==> src/rtl/game_board_if.sv <==
// Handshake and board bus between the game controller and its environment.
// Clock and reset stay as plain ports on the modules that use this bundle.
interface game_board_if;
  logic       Start;
  logic       Ack;
  logic       bottom_flag;
  logic       top_flag;
  logic [3:0] x1, y1, x2, y2, x3, y3, x4, y4;

  logic       gen_flag;
  logic [9:0] arr0, arr1, arr2, arr3, arr4, arr5;
  logic [9:0] arr6, arr7, arr8, arr9, arr10, arr11;
  logic [7:0] lines_cleared;
  logic       game_over;
  logic [2:0] state;

  modport master (
    output Start, Ack, bottom_flag, top_flag,
    output x1, y1, x2, y2, x3, y3, x4, y4,
    input  gen_flag, lines_cleared, game_over, state,
    input  arr0, arr1, arr2, arr3, arr4, arr5,
    input  arr6, arr7, arr8, arr9, arr10, arr11
  );

  modport slave (
    input  Start, Ack, bottom_flag, top_flag,
    input  x1, y1, x2, y2, x3, y3, x4, y4,
    output gen_flag, lines_cleared, game_over, state,
    output arr0, arr1, arr2, arr3, arr4, arr5,
    output arr6, arr7, arr8, arr9, arr10, arr11
  );
endinterface

==> src/rtl/game_board.sv <==
// Falling-block board controller: locks landed pieces into a 10x12 grid and clears full rows.
// Optional macro LINES_CLEARED_EN implements the saturating cleared-row counter.
module game_board (
  input  logic  Clk,
  input  logic  Reset_n,
  game_board_if.slave bus
);

  typedef enum logic [2:0] {
    IDLE  = 3'd0,
    GEN   = 3'd1,
    PLAY  = 3'd2,
    LOCK  = 3'd3,
    CLEAR = 3'd4,
    OVER  = 3'd5
  } state_t;

  state_t     state_q, state_d;
  logic [9:0] board_q [12];
  logic [9:0] board_d [12];
  logic [3:0] cx_q [4];
  logic [3:0] cy_q [4];
  logic [3:0] r_q, r_d;
  logic       row_full;

  // r never exceeds 11 because CLEAR leaves for GEN after examining row 11.
  assign row_full = (board_q[r_q] == 10'h3FF);

  always_ff @(posedge Clk or negedge Reset_n) begin
    if (!Reset_n) begin
      state_q <= IDLE;
      r_q     <= '0;
    end else begin
      state_q <= state_d;
      r_q     <= r_d;
    end
  end

  always_comb begin
    state_d = state_q;
    r_d     = r_q;
    case (state_q)
      IDLE:  if (bus.Start) state_d = GEN;
      GEN:   state_d = PLAY;
      PLAY:  if (bus.bottom_flag) state_d = LOCK;
      LOCK: begin
        if (bus.top_flag) begin
          state_d = OVER;
        end else begin
          state_d = CLEAR;
          r_d     = '0;
        end
      end
      CLEAR: begin
        // A full row is re-examined after the shift, so r only advances on a non-full row.
        if (!row_full) begin
          if (r_q == 4'd11) state_d = GEN;
          else              r_d = r_q + 4'd1;
        end
      end
      OVER:  if (bus.Ack) state_d = IDLE;
      default: state_d = IDLE;
    endcase
  end

  always_comb begin
    for (int i = 0; i < 12; i++) board_d[i] = board_q[i];
    case (state_q)
      LOCK: begin
        for (int k = 0; k < 4; k++) begin
          if (cx_q[k] <= 4'd9 && cy_q[k] <= 4'd11)
            board_d[cy_q[k]][cx_q[k]] = 1'b1;
        end
      end
      CLEAR: begin
        if (row_full) begin
          for (int i = 0; i < 11; i++) begin
            if (4'(i) >= r_q) board_d[i] = board_q[i+1];
          end
          board_d[11] = '0;
        end
      end
      OVER: begin
        if (bus.Ack) begin
          for (int i = 0; i < 12; i++) board_d[i] = '0;
        end
      end
      default: ;
    endcase
  end

  always_ff @(posedge Clk or negedge Reset_n) begin
    if (!Reset_n) begin
      for (int i = 0; i < 12; i++) board_q[i] <= '0;
    end else begin
      for (int i = 0; i < 12; i++) board_q[i] <= board_d[i];
    end
  end

  // Cells are captured on the landing edge; LOCK uses only these copies.
  always_ff @(posedge Clk or negedge Reset_n) begin
    if (!Reset_n) begin
      for (int k = 0; k < 4; k++) begin
        cx_q[k] <= '0;
        cy_q[k] <= '0;
      end
    end else if (state_q == PLAY && bus.bottom_flag) begin
      cx_q[0] <= bus.x1;
      cy_q[0] <= bus.y1;
      cx_q[1] <= bus.x2;
      cy_q[1] <= bus.y2;
      cx_q[2] <= bus.x3;
      cy_q[2] <= bus.y3;
      cx_q[3] <= bus.x4;
      cy_q[3] <= bus.y4;
    end
  end

`ifdef LINES_CLEARED_EN
  logic [7:0] lines_q;

  always_ff @(posedge Clk or negedge Reset_n) begin
    if (!Reset_n) begin
      lines_q <= '0;
    end else if (state_q == IDLE && bus.Start) begin
      lines_q <= '0;
    end else if (state_q == CLEAR && row_full && lines_q != 8'hFF) begin
      lines_q <= lines_q + 8'd1;
    end
  end

  assign bus.lines_cleared = lines_q;
`else
  assign bus.lines_cleared = 8'd0;
`endif

  assign bus.gen_flag  = (state_q == GEN);
  assign bus.game_over = (state_q == OVER);
  assign bus.state     = state_q;

  assign bus.arr0  = board_q[0];
  assign bus.arr1  = board_q[1];
  assign bus.arr2  = board_q[2];
  assign bus.arr3  = board_q[3];
  assign bus.arr4  = board_q[4];
  assign bus.arr5  = board_q[5];
  assign bus.arr6  = board_q[6];
  assign bus.arr7  = board_q[7];
  assign bus.arr8  = board_q[8];
  assign bus.arr9  = board_q[9];
  assign bus.arr10 = board_q[10];
  assign bus.arr11 = board_q[11];

endmodule

==> src/flat_wrapper.sv <==
// flat-port wrapper written by rule: the top's interface ports become plain ports
module game_board_flat 
  (Clk, Reset_n, bus_Start, bus_Ack, bus_bottom_flag, bus_top_flag, bus_x1, bus_y1, bus_x2, bus_y2, bus_x3, bus_y3, bus_x4, bus_y4, bus_gen_flag, bus_lines_cleared, bus_game_over, bus_state, bus_arr0, bus_arr1, bus_arr2, bus_arr3, bus_arr4, bus_arr5, bus_arr6, bus_arr7, bus_arr8, bus_arr9, bus_arr10, bus_arr11);
  game_board_if bus_i ();
  input  logic Clk;
  input  logic Reset_n;
  input wire logic [$bits(bus_i.Start)-1:0] bus_Start;
  input wire logic [$bits(bus_i.Ack)-1:0] bus_Ack;
  input wire logic [$bits(bus_i.bottom_flag)-1:0] bus_bottom_flag;
  input wire logic [$bits(bus_i.top_flag)-1:0] bus_top_flag;
  input wire logic [$bits(bus_i.x1)-1:0] bus_x1;
  input wire logic [$bits(bus_i.y1)-1:0] bus_y1;
  input wire logic [$bits(bus_i.x2)-1:0] bus_x2;
  input wire logic [$bits(bus_i.y2)-1:0] bus_y2;
  input wire logic [$bits(bus_i.x3)-1:0] bus_x3;
  input wire logic [$bits(bus_i.y3)-1:0] bus_y3;
  input wire logic [$bits(bus_i.x4)-1:0] bus_x4;
  input wire logic [$bits(bus_i.y4)-1:0] bus_y4;
  output wire logic [$bits(bus_i.gen_flag)-1:0] bus_gen_flag;
  output wire logic [$bits(bus_i.lines_cleared)-1:0] bus_lines_cleared;
  output wire logic [$bits(bus_i.game_over)-1:0] bus_game_over;
  output wire logic [$bits(bus_i.state)-1:0] bus_state;
  output wire logic [$bits(bus_i.arr0)-1:0] bus_arr0;
  output wire logic [$bits(bus_i.arr1)-1:0] bus_arr1;
  output wire logic [$bits(bus_i.arr2)-1:0] bus_arr2;
  output wire logic [$bits(bus_i.arr3)-1:0] bus_arr3;
  output wire logic [$bits(bus_i.arr4)-1:0] bus_arr4;
  output wire logic [$bits(bus_i.arr5)-1:0] bus_arr5;
  output wire logic [$bits(bus_i.arr6)-1:0] bus_arr6;
  output wire logic [$bits(bus_i.arr7)-1:0] bus_arr7;
  output wire logic [$bits(bus_i.arr8)-1:0] bus_arr8;
  output wire logic [$bits(bus_i.arr9)-1:0] bus_arr9;
  output wire logic [$bits(bus_i.arr10)-1:0] bus_arr10;
  output wire logic [$bits(bus_i.arr11)-1:0] bus_arr11;
  assign bus_i.Start = bus_Start;
  assign bus_i.Ack = bus_Ack;
  assign bus_i.bottom_flag = bus_bottom_flag;
  assign bus_i.top_flag = bus_top_flag;
  assign bus_i.x1 = bus_x1;
  assign bus_i.y1 = bus_y1;
  assign bus_i.x2 = bus_x2;
  assign bus_i.y2 = bus_y2;
  assign bus_i.x3 = bus_x3;
  assign bus_i.y3 = bus_y3;
  assign bus_i.x4 = bus_x4;
  assign bus_i.y4 = bus_y4;
  assign bus_gen_flag = bus_i.gen_flag;
  assign bus_lines_cleared = bus_i.lines_cleared;
  assign bus_game_over = bus_i.game_over;
  assign bus_state = bus_i.state;
  assign bus_arr0 = bus_i.arr0;
  assign bus_arr1 = bus_i.arr1;
  assign bus_arr2 = bus_i.arr2;
  assign bus_arr3 = bus_i.arr3;
  assign bus_arr4 = bus_i.arr4;
  assign bus_arr5 = bus_i.arr5;
  assign bus_arr6 = bus_i.arr6;
  assign bus_arr7 = bus_i.arr7;
  assign bus_arr8 = bus_i.arr8;
  assign bus_arr9 = bus_i.arr9;
  assign bus_arr10 = bus_i.arr10;
  assign bus_arr11 = bus_i.arr11;
  game_board u_core (.Clk(Clk), .Reset_n(Reset_n), .bus(bus_i));
endmodule
==> config.mk <==
export PLATFORM = sky130hd
export DESIGN_NAME = game_board_flat
export DESIGN_NICKNAME = d
export VERILOG_FILES = /design/src/rtl/game_board_if.sv /design/src/rtl/game_board.sv /design/src/flat_wrapper.sv
export SDC_FILE = /design/constraint.sdc
export NUM_CORES = 1
export LEC_CHECK = 0
export CAP_MARGIN = 40
export CELL_PAD_IN_SITES_DETAIL_PLACEMENT = 0
export CELL_PAD_IN_SITES_GLOBAL_PLACEMENT = 1
export CORE_ASPECT_RATIO = 2
export CORE_MARGIN = 2
export CORE_UTILIZATION = 39
export CTS_CLUSTER_DIAMETER = 40
export CTS_CLUSTER_SIZE = 25
export DETAILED_ROUTE_END_ITERATION = 8
export HOLD_SLACK_MARGIN = 0.1
export PLACE_DENSITY = 0.84
export REMOVE_ABC_BUFFERS = 1
export SLEW_MARGIN = 20
export SYNTH_ARGS = -nofsm -noshare
export SYNTH_HDL_FRONTEND = slang
export SYNTH_SLANG_ARGS = --single-unit
==> constraint.sdc <==
create_clock -name Clk -period 2.9 [get_ports Clk]
set_clock_uncertainty 0.1 [all_clocks]
set_input_delay 0.435 -clock Clk [delete_from_list [all_inputs] [get_ports Clk]]
set_output_delay 0.435 -clock Clk [all_outputs]
set_load 0.005 [all_outputs]
==> metrics.csv <==
stage,metric,value,unit
run_status,outcome,"complete, but fails checks",
run_status,violations,negative setup slack,
cts,clk_pin_slew,70,ps
power,seqPwrFrac,0.210,
power,clockPowerShare,0.115,
final_layout,top_regs,"u_core.cx_q (16), u_core.cy_q (16)",
sta,timing.final.crit_period,3085,ps
final_layout,drive_gt1_frac,0.2889,
cts,clock_latency,470,ps
synthesis,ys_types,66,
synthesis,synth_flop_cell,dfrtp_1,
final_layout,area_delta_synth_final,41.93,%
power,internal-power,10.61,mW
cts,cts_tree,built,
detailed_routing,drt_iter0_drc,2011,
sta,grt_setup_unrepaired,true,
placed_design,dp.cells,2151,
worst_hold_path,holdCritPathClass,in -> async,
cts,root_buffer,clkbuf_16,
synthesis,synth_edf_count,0,
power,sw_frac_of_total,0.4835,
sta,final-setup-viol-count,116,
floorplanning,coreArea,0.03143,sq mm
global_routing,grt_pass1_wl,107600,um
final_layout,final_nets,1800,
floorplanning,die_w,130.1,um
sta,fmax,324.2,MHz
placed_design,dp_slack,-156.1,ps
global_routing,grt_start_max_net_pins,105,
sta,setup_slack,-184.8,ps
global_routing,grt_overflow,0,
final_layout,fin_util,0.5601,
synthesis,synthCells,1410,
cts,cts_buffers,17,
power,power_density,1167,mW/mm^2
detailed_routing,wl_per_cell,35.03,um
cts,cts.sinks,159,
power,power.leakage,6.775,nW
detailed_routing,vias,15010,
sta,finalHoldViolCount,0,
power,power.switching,9.931,mW
final_layout,n_fill_cell,3004,
global_routing,antenna_found_initial,2,
floorplanning,ios,171,
detailed_routing,route.detailed.drc,0,
synthesis,avgSynthCellArea,8.795,sq um
placed_design,port_buffers,162,
sta,worst_slew_pin_slew,829.3,ps
worst_setup_path,cp_max_fo,11,
synthesis,synth-seq-cells,159,
power,power_frac_comb,0.675,
run,drv_cap,0,
final_layout,ff_latch_area,0.003983,sq mm
worst_setup_path,cp.required,3140,ps
global_routing,grt_use_total,0.4613,
power,ir_worst_vdd,0.6342,mV
placed_design,routabilityCongestion,1.088,
synthesis,synth.cell_area,0.01240,sq mm
placed_design,hpwl,58410,um
cts,clockBufferDepth,2,
detailed_routing,first_pass_iters,5,
synthesis,async_flop_share,1.000,
floorplanning,row_count,92,
worst_setup_path,arrival,3330,ps
sta,finalMaxSlewViolations,0,
sta,fin_crit_sh,1.064,
worst_setup_path,critPathKind,reg -> reg,
cts,htree_levels,4,
floorplanning,initial_core_util,0.3946,
floorplanning,die_h,256.2,um
sta,relSlewSlack,0.4328,
global_routing,grt_pass1_vias,14730,
floorplanning,die-area,0.03333,sq mm
detailed_routing,drtAntennaViolNets,0,
final_layout,instances_no_fill,2197,
worst_setup_path,start_kind,flop,
detailed_routing,wl,76950,um
detailed_routing,avgViaCountPerCell,6.832,
final_layout,multi_input_area,0.008352,sq mm
synthesis,ys_warn_count,0,
worst_setup_path,cp-end-kind,flop,
synthesis,ys_seq_area_frac,0.3209,
-- cells in the mapped netlist, types with 8 or more instances --
cell / n / share of area
o21ai_0: 101 / 0.041
a2bb2oi_2: 10 / 0.012
mux2i_1: 16 / 0.013
mux4_2: 17 / 0.031
mux2_2: 128 / 0.12
nand3_1: 41 / 0.017
clkbuf_1: 97 / 0.029
o22a_1: 8 / 0.0057
inv_1: 8 / 0.0024
a221oi_1: 11 / 0.0078
a31oi_1: 11 / 0.0055
a21oi_1: 40 / 0.016
nand2_1: 98 / 0.030
nand4_1: 14 / 0.0071
a2111oi_0: 48 / 0.034
o22ai_1: 127 / 0.064
nand2b_1: 25 / 0.013
nor3_1: 55 / 0.022
buf_4: 10 / 0.0061
nor2b_1: 30 / 0.015
o221ai_1: 19 / 0.013
nor4_1: 23 / 0.012
nor2_1: 103 / 0.031
nand3b_1: 88 / 0.053
dfrtp_1: 159 / 0.32
-- stage by stage --
stage	power, mW	TNS, ps	hold slack, ps	instance area (sq um)
floorplan	9.523	-976590	39.41	11870
global placement	16.50	-6651	381.8	16340
detailed placement	16.62	-11530	389.7	16350
CTS	19.63	-7321	424.4	17350
global route	21.05	-20410	444.2	17600
finish	20.54	-12550	425.4	17600
-- cell usage in the layout, fill, tap and decap left out, types with 7 or more instances in the layout --
cell,instances
a2111oi_0,47
a211oi_1,7
a21oi_1,40
a221oi_1,11
a2bb2oi_2,13
a31oi_1,11
buf_12,22
buf_4,246
buf_6,15
clkbuf_16,18
clkdlybuf4s50_1,161
conb_1,8
dfrtp_1,156
inv_1,7
mux2_2,42
mux2_4,87
mux2i_1,14
mux4_2,17
nand2_1,98
nand2b_1,24
nand3_1,41
nand3b_1,88
nand4_1,14
nor2_1,101
nor2b_1,29
nor3_1,53
nor4_1,23
o21ai_0,101
o221ai_1,19
o22a_1,8
o22ai_1,126
o32ai_1,7
-- area by class of cell --
type                    count  share of cell area
multi-input cells        1126              0.4745
repair buffers            447              0.2340
flip-flops and latches    159              0.2263
well taps                 423             0.03007
clock buffers              18             0.02495
clock inverters            14            0.008246
inverters                   8            0.001706
diodes                      2           0.0002844
-- power by group through the flow --
| stage | Combinational, mW | Clock (mW) | Sequential (mW) |
|---|---|---|---|
| floorplan | 5.24 | 0 | 4.28 |
| global placement | 12.3 | 0 | 4.20 |
| detailed placement | 12.4 | 0 | 4.23 |
| CTS | 13.1 | 2.36 | 4.20 |
| global route | 14.2 | 2.44 | 4.38 |
| finish | 13.9 | 2.36 | 4.32 |
-- critical path: stages, from the launching register on --
cell	delay (ps)
dfrtp_2	450
buf_12	160
mux4_2	360
nor2_4	50
o31a_1	310
a2111oi_4	360
buf_4	180
nand3_4	200
o31ai_4	300
buf_6	180
mux2_4	300
-- cells by family after synthesis --
family | Yosys count | synth area share
XOR/XNOR | 1 | 0.0007064
adder cells (fa/ha/maj) | 3 | 0.003027
AND/OR/NAND/NOR | 508 | 0.2174
buffers and inverters | 132 | 0.04752
multiplexers | 162 | 0.1609
flip-flops | 159 | 0.3209
other | 1 | 0.0003024
AO/OA/AOI/OAI | 444 | 0.2492
-- what timing repair did --
| item | 4_1_cts | 5_1_grt |
|---|---|---|
| endpoints found under the hold margin | 51 | 0 |
| endpoints found under the setup margin | 113 | 126 |
| resized for setup | 73 | 58 |
| pin swaps | 10 | 8 |
| hold buffers | 1 | 0 |
| gates cloned | 1 | 1 |
| setup buffers | 9 | 0 |
-- path summary, 6_finish.rpt --
kind / cells after the start / slack [ps] / to / startpoint
min in group Clk: 1 / 430 / u_core.bus.state[1]$_DFFE_PN0P_ / u_core.bus.state[2]$_DFFE_PN0P_
max in group asynchronous: 3 / 1490 / u_core.bus.arr6[9]$_DFFE_PN0P_ / Reset_n
hold / removal: 2 / 430 / u_core.bus.arr4[8]$_DFFE_PN0P_ / Reset_n
setup / recovery: 10 / -180 / u_core.bus.arr7[1]$_DFFE_PN0P_ / u_core.r_q[1]$_DFFE_PN0P_
setup reg to reg: 10 / -180 / u_core.bus.arr7[1]$_DFFE_PN0P_ / u_core.r_q[1]$_DFFE_PN0P_
hold reg to reg: 1 / 430 / u_core.bus.state[1]$_DFFE_PN0P_ / u_core.bus.state[2]$_DFFE_PN0P_
-- metal layers --
metal / track usage / up-vias / wire [um]
met5: 0 / - / 17
met4: 0.4474 / 2 / 9922
met3: 0.1104 / 406 / 6273
met2: 0.7340 / 1087 / 35970
met1: 0.4813 / 7349 / 24770
li1: - / 6166 / -
Note: power is estimated with default switching activity, not from simulation.
